[src/rtl/countdown8.sv]
// countdown8: loadable prescaled down-counter with done pulse, expiry and optional auto-reload
module countdown8 #(
  parameter int WIDTH = 8,
  parameter int DIV = 1,
  parameter bit AUTO_RELOAD = 1'b0
) (
  input  logic             clock,
  input  logic             reset,
  input  logic             load,
  input  logic             enable,
  input  logic [WIDTH-1:0] d,
  output logic [WIDTH-1:0] q,
  output logic             done,
  output logic             expired,
  output logic             running
);
  localparam int PW = DIV > 1 ? $clog2(DIV) : 1;
  localparam logic [PW-1:0] TOP = PW'(DIV - 1);
  typedef enum logic [1:0] {IDLE, RUN, PAUSED, EXPIRED} state_t;
  state_t state, state_n;
  logic [WIDTH-1:0] p, p_n, q_n;
  logic [PW-1:0] pre, pre_n;
  logic done_n;
  always_ff @(posedge clock or posedge reset)
    if (reset) begin
      state <= IDLE;
      q <= '0;
      p <= '0;
      pre <= '0;
      done <= 1'b0;
    end else begin
      state <= state_n;
      q <= q_n;
      p <= p_n;
      pre <= pre_n;
      done <= done_n;
    end
  always_comb begin
    state_n = state;
    q_n = q;
    p_n = p;
    pre_n = pre;
    done_n = 1'b0;
    if (load) begin
      q_n = d;
      p_n = d;
      pre_n = '0;
      state_n = IDLE;
    end else
      case (state)
        IDLE: state_n = (enable && q != '0) ? RUN : IDLE;
        RUN:
          if (!enable) state_n = PAUSED;
          else if (pre != TOP) pre_n = pre + 1'b1;
          else begin
            pre_n = '0;
            if (q != WIDTH'(1)) q_n = q - 1'b1;
            else begin
              // reaching zero by counting is the only source of done
              done_n = 1'b1;
              q_n = AUTO_RELOAD ? p : '0;
              state_n = !AUTO_RELOAD ? EXPIRED : (p == '0 ? IDLE : RUN);
            end
          end
        PAUSED: state_n = enable ? RUN : PAUSED;
        EXPIRED: state_n = EXPIRED;
      endcase
  end
  assign expired = state == EXPIRED;
  assign running = state == RUN;
endmodule

[config.mk]
export PLATFORM = sky130hd
export DESIGN_NAME = countdown8
export DESIGN_NICKNAME = d
export VERILOG_FILES = /design/src/rtl/countdown8.sv
export SDC_FILE = /design/constraint.sdc
export NUM_CORES = 1
export LEC_CHECK = 0
export CAP_MARGIN = 5
export CORE_MARGIN = 1
export CORE_UTILIZATION = 43
export DETAILED_ROUTE_END_ITERATION = 10
export MAX_ROUTING_LAYER = met4
export PLACE_DENSITY = 0.75
export REMOVE_ABC_BUFFERS = 1
export SETUP_SLACK_MARGIN = 0.4
export SLEW_MARGIN = 20
export SYNTH_ARGS = -nofsm -noshare
export SYNTH_HDL_FRONTEND = slang
export SYNTH_SLANG_ARGS = --single-unit
export TNS_END_PERCENT = 5
[constraint.sdc]
create_clock -name clock -period 2.2 [get_ports clock]
set_clock_uncertainty 0.05 [all_clocks]
set_input_delay 0.44 -clock clock [delete_from_list [all_inputs] [get_ports clock]]
set_output_delay 0.44 -clock clock [all_outputs]
set_load 0.02 [all_outputs]
Word level (Yosys, flattened, before mapping)
Index checks and enable logic that the tools add are counted.
Widths: inputs -> output; s select.
{"block": "word_totals", "register_bits": 12, "input_bits": 12}
{"block": "op_classes", "reduce_logical": 8, "add_sub_neg": 2, "eq_ne": 7, "n_mux": 21}
{"operator": "$mux 8", "n": 5}
{"operator": "$mux 1", "n": 10}
{"operator": "$mux 2", "n": 5}
{"operator": "$ne 4x4->1 const B", "n": 2}
{"operator": "$ne 8x1->1 const B", "n": 1}
{"operator": "$pmux 2 s4", "n": 1}
{"operator": "$reduce_bool 8->1", "n": 1}
{"operator": "$sub 8x1->8 const B", "n": 1}
{"operator": "$eq 2x2->1 const B", "n": 2}
{"operator": "$reduce_and 2->1", "n": 2}
{"operator": "$reduce_bool 2->1", "n": 2}
{"operator": "$reduce_and 3->1", "n": 1}
{"operator": "$eq 2x1->1 const B", "n": 1}
{"operator": "$logic_not 2->1", "n": 1}
{"operator": "$ne 2x2->1 const B", "n": 1}
{"operator": "$add 1x1->1 const B", "n": 1}
{"operator": "$logic_and 1x1->1", "n": 1}

Longest topological paths before layout
Gate-level depths: netlist (run 1).
{"block": "logic_depth", "depth_word": 6, "ltp_mapped": 6, "depth_no_buf": 6}

Worst setup path after synthesis (run 1)
No wires, ideal clock.
{"block": "synth_timing", "kind": "reg2reg", "startpoint": "register q[1]", "endpoint": "register q[7]", "path_stages_with_launch": 7, "synth_period_minus_slack_ps": 1586, "setup_ps": 121, "slack_ps": 614, "arrival_ps": 1415, "cell_sequence": "dfrtp_1 -> inv_1 -> ha_1 -> nor3b_2 -> a21oi_2 -> a32oi_1 -> o21ai_1"}
{"block": "synth_via", "elab_chain_len": 6, "word_cells_on_any_way": 7, "cone_classes": "1 x add/sub; 1 x eq/ne; 5 x mux"}
{"item": "from (decl)", "line": "12", "text": "output logic [WIDTH-1:0] q,"}
{"item": "from (signal assigned)", "line": "33", "text": "q <= q_n;"}
{"item": "$sub 8x1->8 / $ne 8x1->1 (equally long branches)", "line": "57", "text": "if (q != WIDTH'(1)) q_n = q - 1'b1;"}
{"item": "$mux 8 (*)", "line": "57"}
{"item": "$mux 8 (*)", "line": "54", "text": "else if (pre != TOP) pre_n = pre + 1'b1;"}
{"item": "$mux 8 (*)", "line": "53", "text": "if (!enable) state_n = PAUSED;"}
{"item": "$mux 8 (*)", "line": "50", "text": "case (state)"}
{"item": "$mux 8 (*)", "line": "44", "text": "if (load) begin"}
Every way passes the cells marked *; elsewhere a longest branch is shown, timed or not. The select of a mux whose other input is x is not followed.
A chain may end at the register's enable or synchronous reset.

Final worst setup path (run 1)
{"block": "layout_timing", "startpoint": "register q[2]", "endpoint": "output q[2]"}
No word-level cell between the ends.

==> results of run 1 <==
[sequential cells by signal, indices dropped and copies added, names as in the netlist]
name and count:
state 2, done 1, q 8
[cells by family after synthesis]
group / share of synthesized area, %
adder cells (fa/ha/maj): 5.27
AND/OR/NAND/NOR: 27.9
buffers and inverters: 6.50
AO/OA/AOI/OAI: 18.8
multiplexers: 2.81
flip-flops: 38.7
[layer usage]
metal	vias up	wire (um)	GRT usage, %
met5	-	0	-
met4	0	19	5.63
met1	303	707	25.0
met3	2	61	5.11
li1	320	-	-
met2	17	713	32.1
[worst register-to-register path: stages (launching register included)]
cell	delay (ns)
dfrtp_1	0.42
inv_1	0.11
ha_1	0.16
nor3b_2	0.38
a21oi_2	0.18
a32oi_1	0.24
o21ai_1	0.07
[report_power, final]
part	total [mW]	switching, mW	internal (mW)	leakage, nW
Clock	0.143	0.0728	0.0704	0.0150
Combinational	0.141	0.0703	0.0710	0.262
Sequential	0.246	0.0280	0.218	0.135
[Yosys cell counts (2+ instances only)]
library cell / n
a21oi_1: 8
a22oi_1: 2
and2_1: 2
clkbuf_8: 2
dfrtp_1: 11
ha_1: 3
inv_1: 5
mux2i_1: 2
nand2_1: 7
nand4b_1: 2
nor2_1: 5
nor2b_1: 3
nor3_1: 4
o21ai_0: 3
o21ai_1: 6
[metrics by stage]
| step | instance area, um2 | hold slack, ns | cells | setup WS [ns] |
|---|---|---|---|---|
| after floorplan | 684 | 0.242 | 73 | 0.614 |
| after global placement | 925 | 0.552 | 111 | 0.211 |
| after detailed placement | 925 | 0.573 | 111 | 0.146 |
| after CTS | 951 | 0.435 | 115 | 0.266 |
| after global routing | 953 | 0.460 | 115 | 0.220 |
| final | 953 | 0.414 | 115 | 0.272 |
[final cells by class]
type	instances	area (um2)	area share (%)
multi-input cells	57	390	40.9
clock buffers	4	26.3	2.76
repair buffers	22	221	23.2
flip-flops and latches	11	277	29.0
inverters	5	18.8	1.97
well taps	16	20.0	2.10
[timing repair]
| item | 4_1_cts | 5_1_grt |
|---|---|---|
| pin swaps | 0 | 0 |
| hold buffers | 0 | 0 |
| setup endpoints to repair | 10 | 15 |
| gates resized for setup | 2 | 1 |
[path summary, 6_finish.rpt]
kind / from / to / slack, ns
setup / recovery: q[2]$_DFFE_PP0P_ / q[2] / 0.27
hold / removal: reset / state[1]$_DFFE_PP0P_ / 0.41
setup reg to reg: q[1]$_DFFE_PP0P_ / q[7]$_DFFE_PP0P_ / 0.45
hold reg to reg: q[7]$_DFFE_PP0P_ / q[7]$_DFFE_PP0P_ / 0.59
max in group asynchronous: reset / state[0]$_DFFE_PP0P_ / 1.36
min in group clock: q[7]$_DFFE_PP0P_ / q[7]$_DFFE_PP0P_ / 0.59
==> results.md, run 1 <==
* RSZ-0062 raised after global routing: true
* DRT antenna net count at 0
* Worst-Margin Slew at between 0.5 and 0.6 ns
* Die Span Y at 42.7 um
* Slew margin rel. at 60.0%
* Post-layout min period at between 1.5 and 2 ns
* N_diodes at 0
* H-tree depth at 1
* Min-delay worst type: input pin to async pin
* Pwr/cell area at 557 nW/um2
* Critical path class: flip-flop to output pin
* Critical Path Source Type: flip-flop
* FP Rows at 14
* Die ar. at about 1800 um2
* Dpl hpwl at approximately 1.1 mm
* Cells after Synth at 75
* Final core occ at between 60% and 70%
* Commonest non-fill, non-tap cell in the layout: clkdlybuf4s50_1
* Critical Path RT at roughly 1.7 ns
* Final nets at around 120
* TritonCTS Sinks at 11
* First-pass GRT wire length at between 2 and 3 mm
* Drt pass-1 iters at 4
* IO buf count at 22
* Flops & latches, synth at 11
* Share of the synthesized area in the top cell type at 38.7%
* CP Data Arrival Time at between 1 and 1.5 ns
* Leak Pwr at 0.412 nW
* Drt initial violations at 11
* CP Buf/Inv Count at 1
* Synth warn at 0
* Bufs on Longest Clock Path at 2
* CTS tree: done
* Crit Path Max Fanout at 7
* Setup bufs post-CTS at 0
* Remaining Overflow, GRT at 0
* Die X at between 40 and 50 um
* Final hold vios at 0
* Max-cap violations at 0
* Initial antenna violation count at 0
* Crit path cell chain: clkdlybuf4s50_1
* Period Utilization, post-route at between 80% and 90%
* Vias after detailed routing at ~640
* Final Power at 0.531 mW
* Main synth FF type: dfrtp_1
* Dominant cell type by area after synthesis: dfrtp_1
* Starting Density at approximately 47%
* Worst-skew pair later-pin latency at 0.28 ns
* Largest net degree at the start of global routing at 20
* Max Fclk at about 520 MHz
* Seq/Total Area, Yosys at ~39%
* FF-to-FF path depth at 6
* Vias in the first global route at 600
* Mean post-synth cell area at about 9.5 um2
* Area grow syn2layout at 33.9%
* Layout cells sized above 1 at a little under a tenth
* Root buffer cell: clkbuf_4
* Most frequent cells in the layout: 20 x clkdlybuf4s50_1, 10 x dfrtp_1, 8 x a21oi_1
* Worst path depth at 1
* Vias per inst at ~5.6
* Ranking of synthesized cells by area: dfrtp_1 39%, a21oi_1 5.6%, ha_1 5.3%
* Post-synth ARST share at 100%
* Core area at 1520 um2
* VDD IR max at between 300 and 400 uV
* Synth cell types at 25
* Outcome: completed
* Top Ports at 23
* Routed WL at between 1.5 and 2 mm
* GP Congestion at around 0.77
* CP peak stage delay at roughly 0.66 ns
* Critical-path top delay cell: clkdlybuf4s50_1
* Cell family with most CP delay: buffers and inverters
* GRT Util Overall at about 20%
* Routed wire per std cell at roughly 13 um
* Setup crit end kind: output pin
* Final setup vio count at 0
* Number of enable flip-flop cells after synthesis at 0
* Clock transition at path regs at around 0.07 ns
* Synth Cell Area at just over 700 um2
* Count of pins over their slew limit at 0
* # fillers at 129
* Drc violations at 0
* Num CTS Buffers at 3
* Final setup TNS at 0 ns
Note: power is estimated with default switching activity, not from simulation.
==> run 2: changes to the inputs <==
TNS_END_PERCENT = 1   (was 5)
==> results of run 2 <==
The final DEF is identical to that of run 1; final timing and power are the same.
